<file path="src/rtl/hazard_scoreboard_if.sv">
// ID-stage hazard bus between the pipeline control (master) and the scoreboard (slave).
// Carries the ID instruction descriptor in and the stall/forward decisions out.
interface hazard_scoreboard_if #(
  parameter int DEPTH = 3,
  parameter int TW    = 3,
  parameter int CNT_W = 32
);
  localparam int SW = $clog2(DEPTH + 1);

  logic [4:0]       id_rs;
  logic [4:0]       id_rt;
  logic [TW-1:0]    id_tuse_rs;
  logic [TW-1:0]    id_tuse_rt;
  logic [4:0]       id_dst;
  logic             id_we;
  logic [TW-1:0]    id_tnew;
  logic             id_md_start;
  logic             id_md_div;
  logic             id_md_use;
  logic [DEPTH-1:0] stage_wr_ok;

  logic             stall;
  logic [SW-1:0]    fwd_id_rs;
  logic [SW-1:0]    fwd_id_rt;
  logic [SW-1:0]    fwd_ex_rs;
  logic [SW-1:0]    fwd_ex_rt;
  logic             md_busy;
  logic [CNT_W-1:0] stall_count;

  modport master (
    output id_rs, id_rt, id_tuse_rs, id_tuse_rt, id_dst, id_we, id_tnew,
           id_md_start, id_md_div, id_md_use, stage_wr_ok,
    input  stall, fwd_id_rs, fwd_id_rt, fwd_ex_rs, fwd_ex_rt, md_busy, stall_count
  );

  modport slave (
    input  id_rs, id_rt, id_tuse_rs, id_tuse_rt, id_dst, id_we, id_tnew,
           id_md_start, id_md_div, id_md_use, stage_wr_ok,
    output stall, fwd_id_rs, fwd_id_rt, fwd_ex_rs, fwd_ex_rt, md_busy, stall_count
  );
endinterface

</file>
<file path="src/rtl/hazard_scoreboard.sv">
// Tnew/Tuse hazard scoreboard: shadows the destination of every stage after ID,
// raises data and mult/div stalls, and picks the nearest ready forwarding source.
module hazard_scoreboard #(
  parameter int DEPTH      = 3,
  parameter int TW         = 3,
  parameter int MUL_CYCLES = 5,
  parameter int DIV_CYCLES = 10,
  parameter int CNT_W      = 32
) (
  input  logic              clk,
  input  logic              reset,
  hazard_scoreboard_if.slave bus
);
  localparam int SW     = $clog2(DEPTH + 1);
  localparam int MD_MAX = (MUL_CYCLES > DIV_CYCLES) ? MUL_CYCLES : DIV_CYCLES;
  localparam int MW     = $clog2(MD_MAX + 1);

  // Index i of each shadow array describes pipeline stage k = i+1.
  logic [4:0]       dst_q  [DEPTH];
  logic [4:0]       dst_d  [DEPTH];
  logic [TW-1:0]    tnew_q [DEPTH];
  logic [TW-1:0]    tnew_d [DEPTH];
  logic [DEPTH-1:0] we_q, we_d;
  logic [4:0]       ex_rs_q, ex_rs_d, ex_rt_q, ex_rt_d;
  logic [MW-1:0]    md_cnt_q, md_cnt_d;
  logic [CNT_W-1:0] stall_cnt_q, stall_cnt_d;

  logic [DEPTH-1:0] hit_id_rs, hit_id_rt, hit_ex_rs, hit_ex_rt;
  logic [DEPTH-1:0] data_hz;
  logic             data_stall, md_stall, md_busy, stall;
  logic [SW-1:0]    fwd_id_rs, fwd_id_rt, fwd_ex_rs, fwd_ex_rt;

  genvar gi;
  generate
    for (gi = 0; gi < DEPTH; gi++) begin : g_hit
      assign hit_id_rs[gi] = (bus.id_rs != 5'd0) && (bus.id_rs == dst_q[gi]) && we_q[gi];
      assign hit_id_rt[gi] = (bus.id_rt != 5'd0) && (bus.id_rt == dst_q[gi]) && we_q[gi];
      assign hit_ex_rs[gi] = (ex_rs_q != 5'd0) && (ex_rs_q == dst_q[gi]) && we_q[gi];
      assign hit_ex_rt[gi] = (ex_rt_q != 5'd0) && (ex_rt_q == dst_q[gi]) && we_q[gi];
      // Stalls look at every pending writer, whether or not it will actually commit.
      assign data_hz[gi] = (hit_id_rs[gi] && (bus.id_tuse_rs < tnew_q[gi])) ||
                           (hit_id_rt[gi] && (bus.id_tuse_rt < tnew_q[gi]));
    end
  endgenerate

  assign data_stall = |data_hz;
  assign md_busy    = (md_cnt_q != '0);
  assign md_stall   = (bus.id_md_use || bus.id_md_start) && md_busy;
  assign stall      = data_stall || md_stall;

  // Scan oldest to youngest so the youngest committing writer wins.
  always_comb begin
    fwd_id_rs = '0;
    fwd_id_rt = '0;
    fwd_ex_rs = '0;
    fwd_ex_rt = '0;
    for (int i = DEPTH - 1; i >= 0; i--) begin
      if (hit_id_rs[i] && bus.stage_wr_ok[i])
        fwd_id_rs = (tnew_q[i] == '0) ? SW'(i + 1) : '0;
      if (hit_id_rt[i] && bus.stage_wr_ok[i])
        fwd_id_rt = (tnew_q[i] == '0) ? SW'(i + 1) : '0;
    end
    for (int i = DEPTH - 1; i >= 1; i--) begin
      if (hit_ex_rs[i] && bus.stage_wr_ok[i])
        fwd_ex_rs = (tnew_q[i] == '0) ? SW'(i + 1) : '0;
      if (hit_ex_rt[i] && bus.stage_wr_ok[i])
        fwd_ex_rt = (tnew_q[i] == '0) ? SW'(i + 1) : '0;
    end
  end

  always_comb begin
    dst_d[0]  = stall ? 5'd0 : bus.id_dst;
    we_d[0]   = stall ? 1'b0 : bus.id_we;
    tnew_d[0] = stall ? '0 : bus.id_tnew;
    for (int i = 1; i < DEPTH; i++) begin
      dst_d[i]  = dst_q[i-1];
      we_d[i]   = we_q[i-1];
      tnew_d[i] = (tnew_q[i-1] == '0) ? '0 : tnew_q[i-1] - 1'b1;
    end
    ex_rs_d = stall ? 5'd0 : bus.id_rs;
    ex_rt_d = stall ? 5'd0 : bus.id_rt;
  end

  // A start held in ID by a stall must not begin counting until it really issues.
  always_comb begin
    md_cnt_d = md_cnt_q;
    if (bus.id_md_start && !stall)
      md_cnt_d = bus.id_md_div ? MW'(DIV_CYCLES) : MW'(MUL_CYCLES);
    else if (md_cnt_q != '0)
      md_cnt_d = md_cnt_q - 1'b1;
  end

  always_comb begin
    stall_cnt_d = stall_cnt_q;
    if (stall && !(&stall_cnt_q))
      stall_cnt_d = stall_cnt_q + 1'b1;
  end

  always_ff @(posedge clk or posedge reset) begin
    if (reset) begin
      for (int i = 0; i < DEPTH; i++) begin
        dst_q[i]  <= 5'd0;
        tnew_q[i] <= '0;
      end
      we_q        <= '0;
      ex_rs_q     <= 5'd0;
      ex_rt_q     <= 5'd0;
      md_cnt_q    <= '0;
      stall_cnt_q <= '0;
    end else begin
      for (int i = 0; i < DEPTH; i++) begin
        dst_q[i]  <= dst_d[i];
        tnew_q[i] <= tnew_d[i];
      end
      we_q        <= we_d;
      ex_rs_q     <= ex_rs_d;
      ex_rt_q     <= ex_rt_d;
      md_cnt_q    <= md_cnt_d;
      stall_cnt_q <= stall_cnt_d;
    end
  end

  assign bus.stall       = stall;
  assign bus.md_busy     = md_busy;
  assign bus.fwd_id_rs   = fwd_id_rs;
  assign bus.fwd_id_rt   = fwd_id_rt;
  assign bus.fwd_ex_rs   = fwd_ex_rs;
  assign bus.fwd_ex_rt   = fwd_ex_rt;
  assign bus.stall_count = stall_cnt_q;

endmodule

</file>
<file path="src/flat_wrapper.sv">
// flat-port wrapper written by rule: the top's interface ports become plain ports
module hazard_scoreboard_flat 
#(
  parameter int DEPTH      = 3,
  parameter int TW         = 3,
  parameter int MUL_CYCLES = 5,
  parameter int DIV_CYCLES = 10,
  parameter int CNT_W      = 32
)
  (clk, reset, bus_id_rs, bus_id_rt, bus_id_tuse_rs, bus_id_tuse_rt, bus_id_dst, bus_id_we, bus_id_tnew, bus_id_md_start, bus_id_md_div, bus_id_md_use, bus_stage_wr_ok, bus_stall, bus_fwd_id_rs, bus_fwd_id_rt, bus_fwd_ex_rs, bus_fwd_ex_rt, bus_md_busy, bus_stall_count);
  hazard_scoreboard_if #(.DEPTH(DEPTH), .TW(TW), .CNT_W(CNT_W)) bus_i ();
  input  logic clk;
  input  logic reset;
  input wire logic [$bits(bus_i.id_rs)-1:0] bus_id_rs;
  input wire logic [$bits(bus_i.id_rt)-1:0] bus_id_rt;
  input wire logic [$bits(bus_i.id_tuse_rs)-1:0] bus_id_tuse_rs;
  input wire logic [$bits(bus_i.id_tuse_rt)-1:0] bus_id_tuse_rt;
  input wire logic [$bits(bus_i.id_dst)-1:0] bus_id_dst;
  input wire logic [$bits(bus_i.id_we)-1:0] bus_id_we;
  input wire logic [$bits(bus_i.id_tnew)-1:0] bus_id_tnew;
  input wire logic [$bits(bus_i.id_md_start)-1:0] bus_id_md_start;
  input wire logic [$bits(bus_i.id_md_div)-1:0] bus_id_md_div;
  input wire logic [$bits(bus_i.id_md_use)-1:0] bus_id_md_use;
  input wire logic [$bits(bus_i.stage_wr_ok)-1:0] bus_stage_wr_ok;
  output wire logic [$bits(bus_i.stall)-1:0] bus_stall;
  output wire logic [$bits(bus_i.fwd_id_rs)-1:0] bus_fwd_id_rs;
  output wire logic [$bits(bus_i.fwd_id_rt)-1:0] bus_fwd_id_rt;
  output wire logic [$bits(bus_i.fwd_ex_rs)-1:0] bus_fwd_ex_rs;
  output wire logic [$bits(bus_i.fwd_ex_rt)-1:0] bus_fwd_ex_rt;
  output wire logic [$bits(bus_i.md_busy)-1:0] bus_md_busy;
  output wire logic [$bits(bus_i.stall_count)-1:0] bus_stall_count;
  assign bus_i.id_rs = bus_id_rs;
  assign bus_i.id_rt = bus_id_rt;
  assign bus_i.id_tuse_rs = bus_id_tuse_rs;
  assign bus_i.id_tuse_rt = bus_id_tuse_rt;
  assign bus_i.id_dst = bus_id_dst;
  assign bus_i.id_we = bus_id_we;
  assign bus_i.id_tnew = bus_id_tnew;
  assign bus_i.id_md_start = bus_id_md_start;
  assign bus_i.id_md_div = bus_id_md_div;
  assign bus_i.id_md_use = bus_id_md_use;
  assign bus_i.stage_wr_ok = bus_stage_wr_ok;
  assign bus_stall = bus_i.stall;
  assign bus_fwd_id_rs = bus_i.fwd_id_rs;
  assign bus_fwd_id_rt = bus_i.fwd_id_rt;
  assign bus_fwd_ex_rs = bus_i.fwd_ex_rs;
  assign bus_fwd_ex_rt = bus_i.fwd_ex_rt;
  assign bus_md_busy = bus_i.md_busy;
  assign bus_stall_count = bus_i.stall_count;
  hazard_scoreboard #(.DEPTH(DEPTH), .TW(TW), .MUL_CYCLES(MUL_CYCLES), .DIV_CYCLES(DIV_CYCLES), .CNT_W(CNT_W)) u_core (.clk(clk), .reset(reset), .bus(bus_i));
endmodule
</file>
<file path="config.mk">
export PLATFORM = sky130hd
export DESIGN_NAME = hazard_scoreboard_flat
export DESIGN_NICKNAME = d
export VERILOG_FILES = /design/src/rtl/hazard_scoreboard_if.sv /design/src/rtl/hazard_scoreboard.sv /design/src/flat_wrapper.sv
export SDC_FILE = /design/constraint.sdc
export NUM_CORES = 1
export LEC_CHECK = 0
export CORE_ASPECT_RATIO = 1.25
export CORE_UTILIZATION = 48
export CTS_BUF_LIST = sky130_fd_sc_hd__clkbuf_16
export CTS_CLUSTER_DIAMETER = 120
export DETAILED_ROUTE_END_ITERATION = 7
export PLACE_DENSITY = 0.87
export REMOVE_ABC_BUFFERS = 1
export SLEW_MARGIN = 20
export SYNTH_ARGS = -nofsm -noshare
export SYNTH_HDL_FRONTEND = slang
export SYNTH_SLANG_ARGS = --single-unit
</file>
<file path="constraint.sdc">
create_clock -name clk -period 2.7 [get_ports clk]
set_clock_uncertainty 0.2 [all_clocks]
set_input_delay 0.54 -clock clk [delete_from_list [all_inputs] [get_ports clk]]
set_output_delay 0.54 -clock clk [all_outputs]
set_load 0.02 [all_outputs]
</file>
==> reports/metrics.yaml, run 1 <==
critical_path:
  critical_path.slowest_cell: "or4_4"
  cp.arrival_ps: 2330
  r2r-start: "u_core.dst_q[4]$_DFF_PP0_"
  crit_path_end: "bus_stall"
  rr_endpoint: "u_core.bus.stall_count[22]$_DFFE_PP0P_"
  cp_max_fo: 2
  crit_path_frequent_cell: "buf_6"
  path_class: "in -> out"
  reg2regPathDepth: 10
  critPathMaxStageDelay_ps: 540
  critPathLaunch: "bus_id_rt[0]"
  cp_cell_sequence: "buf_6, or4_4, buf_6, o211ai_4, a2111oi_4, a2111oi_4, and2_4, inv_2, buf_6"
  worst_setup_path_start_kind: "input port"
  crit_required_ps: 1960
  reg2reg_setup_slack_ps: -170
  endpoint_kind: "output port"
power:
  fin_total_pwr_mw: 4.55
  power_density_mw_per_mm2: 722
  ir_worst_vdd_v: 0.000626
  leakage_nw: 2.74
synth:
  syn_avg_cell_area_um2: 10.5
  ys_ff_latch: 73
  synth.most_common_cell: "dfrtp_1"
  postSynthCellCount: 401
  synth_top_area_share_pct: 43.3
  async_reset_ff_share_pct: 100
  synthTopCellsByArea: "dfrtp_1 43%, xnor2_1 10%, xor2_1 7.1%, ha_1 5.6%, and3_1 3.6%"
  yosys_warnings: 0
  ys_types: 42
  synth-seq-area-share_pct: 43.3
  synth_ff_type: "dfrtp_1"
  synth-edff-count: 0
  synth_area_mm2: 0.00422
  synth_area_leader_cell: "dfrtp_1"
  yosys-top-cells-count: "73 x dfrtp_1, 49 x xnor2_1, 34 x xor2_1"
detailed_routing:
  drc: 0
  wl_per_cell_um: 18.5
  ant_nets: 0
  viasPerCell: 5.53
  wirelength_um: 12400
  drt_first_pass_iters: 4
  via_count: 3713
  drtIter0Drc: 198
floorplanning:
  die_area_mm2: 0.00917
  num_rows: 37
  die_h_um: 107
  coreArea_mm2: 0.00838
  die_x_um: 85.8
  start_util_pct: 50.3
  ios: 75
clocking:
  clk-insertion-delay-late_ps: 330
  clock-root-buffer: "clkbuf_16"
  cts_htree_levels: 3
  tritoncts: "done"
  path_clk_slew_ps: 60
  clock_tree.buffer_depth: 2
  numCtsBuffers: 9
  numClockSinks: 73
outcome:
  status: "complete, but fails checks"
  violations: "setup timing"
placed_design:
  dp_hpwl_um: 8300
  pre_cts_ws_ps: -1230
  portBuffers: 74
  place.gp.congestion: 0.948
  placed_cell_area_mm2: 0.00552
grt:
  grt_max_degree: 38
  grtUsageMet3_pct: 5.08
  grt_pass1_vias: 3989
  antenna_found_initial: 0
  use_met1_pct: 29.6
  grt.busiest_layer: "met2"
  grt_pass1_wl_um: 18800
  grt_use_total_pct: 26.8
  overflow: 0
  use_met2_pct: 47.9
sta:
  fmax_mhz: 326
  period_needed_ps: 3070
  worstMarginPinSlew_ps: 473
  rsz0062_at_grt: "yes"
  hold_viol_final: 0
  final.setup.worst_slack_ps: -369
  fin_crit_sh_pct: 114
  slew_headroom_pct: 68.5
  final-max-slew-violation-count: 0
  finalSetupViolCount: 42
min_path:
  holdCritPathClass: "reg -> reg"
  hold_depth: 0
finish:
  syn_to_final_growth_pct: 49.3
  final_area_mm2: 0.00630
  nFillCells: 511
  drive_gt1_share_pct: 31.7
  fin_nets: 602
  antennaDiodeCount: 0
flow_run:
  cap_violations: 0
==> cell usage in the layout, fill, tap and decap left out, types with 3 or more instances in the layout <==
cell             instances
buf_6                   15
a2111oi_4                6
o21ai_0                  3
dlygate4sd2_1            4
nand4_1                 16
dfrtp_1                 73
or4_4                    3
clkdlybuf4s50_1         50
and3_1                  24
nor4_2                  11
xnor2_1                 44
nor2_4                   3
buf_4                   78
nor2_1                  15
mux2_4                   5
nor3b_1                  3
o211ai_1                 3
nand2_1                 18
buf_2                    5
xor2_1                  34
nand3_1                 15
nand2b_1                 6
xnor2_2                  5
ha_1                    19
nor2_2                   3
inv_2                    3
inv_1                   13
nor3_1                  14
nor3_4                   3
clkbuf_16               10
a21o_1                   9
==> critical path: cells and delay by family <==
| kind | cells | cell delay (ps) |
|---|---|---|
| AO/OA/AOI/OAI | 3 | 620 |
| AND/OR/NAND/NOR | 2 | 770 |
| buffers and inverters | 4 | 410 |
==> worst min path at each step <==
| stage | from | endpoint | slack [ps] |
|---|---|---|---|
| CTS | u_core.we_q[0]$_DFF_PP0_ | u_core.we_q[1]$_DFF_PP0_ | 200 |
| finish | u_core.we_q[0]$_DFF_PP0_ | u_core.we_q[1]$_DFF_PP0_ | 210 |
| floorplan | u_core.we_q[0]$_DFF_PP0_ | u_core.we_q[1]$_DFF_PP0_ | 170 |
| detailed placement | u_core.we_q[0]$_DFF_PP0_ | u_core.we_q[1]$_DFF_PP0_ | 190 |
| global placement | u_core.we_q[0]$_DFF_PP0_ | u_core.we_q[1]$_DFF_PP0_ | 200 |
| global route | u_core.we_q[0]$_DFF_PP0_ | u_core.we_q[1]$_DFF_PP0_ | 220 |
==> layout make-up <==
cell class	instances	area, um2	share of cell area, %
sequential	73	1830	29.0
clock inverter	7	93.8	1.49
tap	117	146	2.32
multi-input combinational	292	2540	40.3
timing repair buffer	158	1410	22.3
inverter	16	60.1	0.954
clock buffer	9	225	3.58
==> sequential cells by signal (all words and copies together) (netlist names) <==
name	flops
u_core.ex_rt_q	5
u_core.bus.stall_count	32
u_core.md_cnt_q	4
u_core.ex_rs_q	5
u_core.dst_d	10
u_core.tnew_q	9
u_core.we_q	3
u_core.dst_q	5
==> cell families (layout without fill, tap and decap cells) <==
family          after synthesis  after routing  share of synthesized area [%]
compound gates               31             31                           5.67
xor+xnor                     83             83                           17.2
fa+ha+maj                    19             19                           5.64
buf+inv                      36            190                           4.03
flops                        73             73                           43.3
mux                           6              6                           1.84
simple gates                153            153                           22.3
==> power by group <==
group | switching [mW] | internal (mW) | leakage, nW | total (mW)
logic | 0.853 | 0.900 | 1.69 | 1.75
registers | 0.231 | 1.31 | 0.896 | 1.54
clock network | 0.451 | 0.808 | 0.153 | 1.26
total | 1.53 | 3.01 | 2.74 | 4.55
==> what timing repair did <==
item	CTS	global route
setup endpoints to repair	46	46
buffers inserted	12	7
hold buffers	0	0
resized for setup	129	31
gates cloned	0	1
pin swaps	24	23
==> per-layer routing <==
| layer | up-vias | share of wire [%] | wire length (um) |
|---|---|---|---|
| met1 | 1840 | 38 | 4650 |
| met4 | 0 | 2.5 | 306 |
| met3 | 29 | 5.5 | 683 |
| li1 | 1702 | - | - |
| met5 | - | 0 | 0 |
| met2 | 142 | 55 | 6760 |
==> metrics by stage <==
| step | setup TNS [ps] | instances | hold slack (ps) | utilization [%] |
|---|---|---|---|---|
| final | -6860 | 672 | 214 | 75.2 |
| after global routing | -10650 | 672 | 222 | 75.2 |
| after CTS | -7890 | 668 | 201 | 72.9 |
| after detailed placement | -47140 | 641 | 186 | 65.9 |
| after global placement | -43750 | 641 | 197 | 65.9 |
| after floorplan | -42490 | 381 | 173 | - |
No activity file was read; power rests on OpenSTA's default activity.
==> inputs of run 2 (changes only) <==
Settings changed: CAP_MARGIN set to 20, CORE_UTILIZATION 48 to 38, PLACE_DENSITY 0.87 to 0.73.
==> reports/metrics.yaml, run 2 (synthesis gave the netlist of run 1 again) <==
finish:
  antennaDiodeCount: 0  # unchanged
  fin_nets: 616  # was 602
  syn_to_final_growth_pct: 59.4  # was 49.3%
  most-common-layout-cells: "86 x buf_4, 72 x dfrtp_1, 50 x clkdlybuf4s50_1, 42 x xnor2_1, 34 x xor2_1"  # was 78 x buf_4, 73 x dfrtp_1, 50 x clkdlybuf4s50_1, 44 x xnor2_1, 34 x xor2_1
  drive_gt1_share_pct: 36.6  # was 31.7%
  final_common_cell: "buf_4"  # unchanged
  largest_reg_flops: 32  # unchanged
outcome:
  violations: "setup timing"  # unchanged
  status: "complete, but fails checks"  # unchanged
critical_path:
  path_class: "in -> out"  # unchanged
  critPathMaxStageDelay_ps: 540  # about the same
  endpoint_kind: "output port"  # unchanged
  r2r-start: "u_core.dst_q[4]$_DFF_PP0_"  # unchanged
  critical_path.slowest_cell: "or4_4"  # unchanged
  worst_setup_path_start_kind: "input port"  # unchanged
  critPathLaunch: "bus_id_rt[0]"  # unchanged
  path_buf_inv: 4  # unchanged
  crit_required_ps: 1960  # about the same
  cp_cell_sequence: "buf_6, or4_4, o211ai_1, buf_4, nor2_4, a2111oi_4, buf_4, a31oi_4, a21oi_2, buf_6"  # was buf_6, or4_4, buf_6, o211ai_4, a2111oi_4, a2111oi_4, and2_4, inv_2, buf_6
  cp.arrival_ps: 2370  # was 2330 ps
  critPathTopFamily: "compound AO/OA/AOI/OAI gates"  # was simple AND/OR/NAND/NOR gates
  cp_max_fo: 2  # unchanged
clocking:
  cts_hold_buf: 0  # unchanged
  cts_htree_levels: 3  # unchanged
  numCtsBuffers: 9  # unchanged
  tritoncts: "done"  # unchanged
  numClockSinks: 73  # unchanged
  path_clk_slew_ps: 60  # about the same
  clk-insertion-delay-late_ps: 330  # about the same
  clock-root-buffer: "clkbuf_16"  # unchanged
  clock_tree.buffer_depth: 2  # unchanged
grt:
  grt_pass1_wl_um: 20600  # was 18800 um
  grt.busiest_layer: "met2"  # unchanged
  grtUsageMet3_pct: 5.51  # was 5.08%
  antenna_found_initial: 0  # unchanged
  use_met1_pct: 25.7  # was 29.6%
  overflow: 0  # unchanged
  grt_pass1_vias: 4204  # was 3989
  use_met2_pct: 42.4  # was 47.9%
  grt_max_degree: 74  # was 38
  grt_use_total_pct: 23.8  # was 26.8%
detailed_routing:
  wl_per_cell_um: 19.0  # was 18.5 um
  drc: 0  # unchanged
  via_count: 3771  # was 3713
  wirelength_um: 13300  # was 12400 um
  ant_nets: 0  # unchanged
  drt_first_pass_iters: 4  # unchanged
  viasPerCell: 5.38  # was 5.53
  drtIter0Drc: 126  # was 198
power:
  power_density_mw_per_mm2: 706  # was 722 mW/mm2
  ir_worst_vdd_v: 0.000530  # was 0.000626 V
  leakage_nw: 2.89  # was 2.74 nW
min_path:
  holdCritPathClass: "reg -> reg"  # unchanged
  hp-start: "u_core.we_q[0]$_DFF_PP0_"  # unchanged
floorplanning:
  die_x_um: 96.2  # was 85.8 um
  coreArea_mm2: 0.0107  # was 0.00838 mm2
  die_area_mm2: 0.0115  # was 0.00917 mm2
  num_rows: 42  # was 37
  start_util_pct: 39.3  # was 50.3%
  ios: 75  # unchanged
  die_h_um: 120  # was 107 um
placed_design:
  place.gp.congestion: 0.873  # was 0.948
  portBuffers: 74  # unchanged
  dp_hpwl_um: 8220  # was 8300 um
sta:
  finalSetupViolCount: 39  # was 42
  fmax_mhz: 321  # was 326 MHz
  hold_viol_final: 0  # unchanged
  final-max-slew-violation-count: 0  # unchanged
  fin_crit_sh_pct: 115  # was 114%
  period_needed_ps: 3110  # was 3070 ps
  slew_headroom_pct: 66.8  # was 68.5%
  hold_ws_ps: 210  # was 214 ps
  setup-tns-final_ps: -4960  # was -6860 ps
  worstMarginPinSlew_ps: 496  # was 473 ps
  final.setup.worst_slack_ps: -415  # was -369 ps
  rsz0062_at_grt: "yes"  # unchanged
flow_run:
  cap_violations: 0  # unchanged
==> run 2: per-layer routing <==
metal / vias up / part of all wire [%] / wire length (um)
met5: - / 0 / 0
met4: 0 / 3.4 / 446
met3: 37 / 5.2 / 695
met2: 139 / 55 / 7260
met1: 1869 / 37 / 4900
li1: 1726 / - / -
==> run 2: final timing paths <==
check	cells after the start	endpoint	slack [ps]
worst max-delay path	10	bus_fwd_id_rt[1]	-410
worst min-delay path	0	u_core.we_q[1]$_DFF_PP0_	210
worst max register to register	9	u_core.bus.stall_count[22]$_DFFE_PP0P_	-50
max in group asynchronous	3	u_core.dst_d[7]$_DFF_PP0_	1570
worst min register to register	0	u_core.we_q[1]$_DFF_PP0_	210
min in group asynchronous	3	u_core.tnew_q[3]$_DFF_PP0_	400
==> run 2: cell type report <==
cell class	instances	area, um2
fillers	826	4000
multi-input cells	292	2780
flip-flops and latches	73	1830
repair buffers	172	1570
clock buffers	9	225
well taps	132	165
clock inverters	7	96.3
inverters	16	60.1
==> run 2: worst register-to-register path: stages (launching register included) <==
cell and delay, ps:
dfrtp_1 450, xnor2_1 190, nand4_1 280, a2111oi_4 420, a2111oi_4 80, and2_4 200
buf_8 140, buf_12 150, or3b_1 390, xnor2_1 140
==> run 2: power by group <==
group	total, mW	internal (mW)	switching, mW
combinational	1.93	1.01	0.919
sequential	1.54	1.31	0.234
clock	1.28	0.808	0.472
==> run 2: through the flow <==
stage          cells  power, mW  cell area [um2]  util [%]  setup slack (ps)
4_1_cts          692       4.60             6460      60.3              -380
3_5_place_dp     661       3.05             5590      52.1             -1310
5_1_grt          701       4.98             6720      62.7              -490
2_1_floorplan    381       2.33             4110         -             -1500
3_3_place_gp     661       2.99             5590      52.1             -1210
6_report         701       4.75             6720      62.7              -415
==> run 2: what timing repair did <==
item / in CTS / in global routing
setup endpoints to repair: 53 / 45
pin swaps: 41 / 22
buffers inserted: 14 / 10
resized for setup: 165 / 32
cloned: 2 / 1
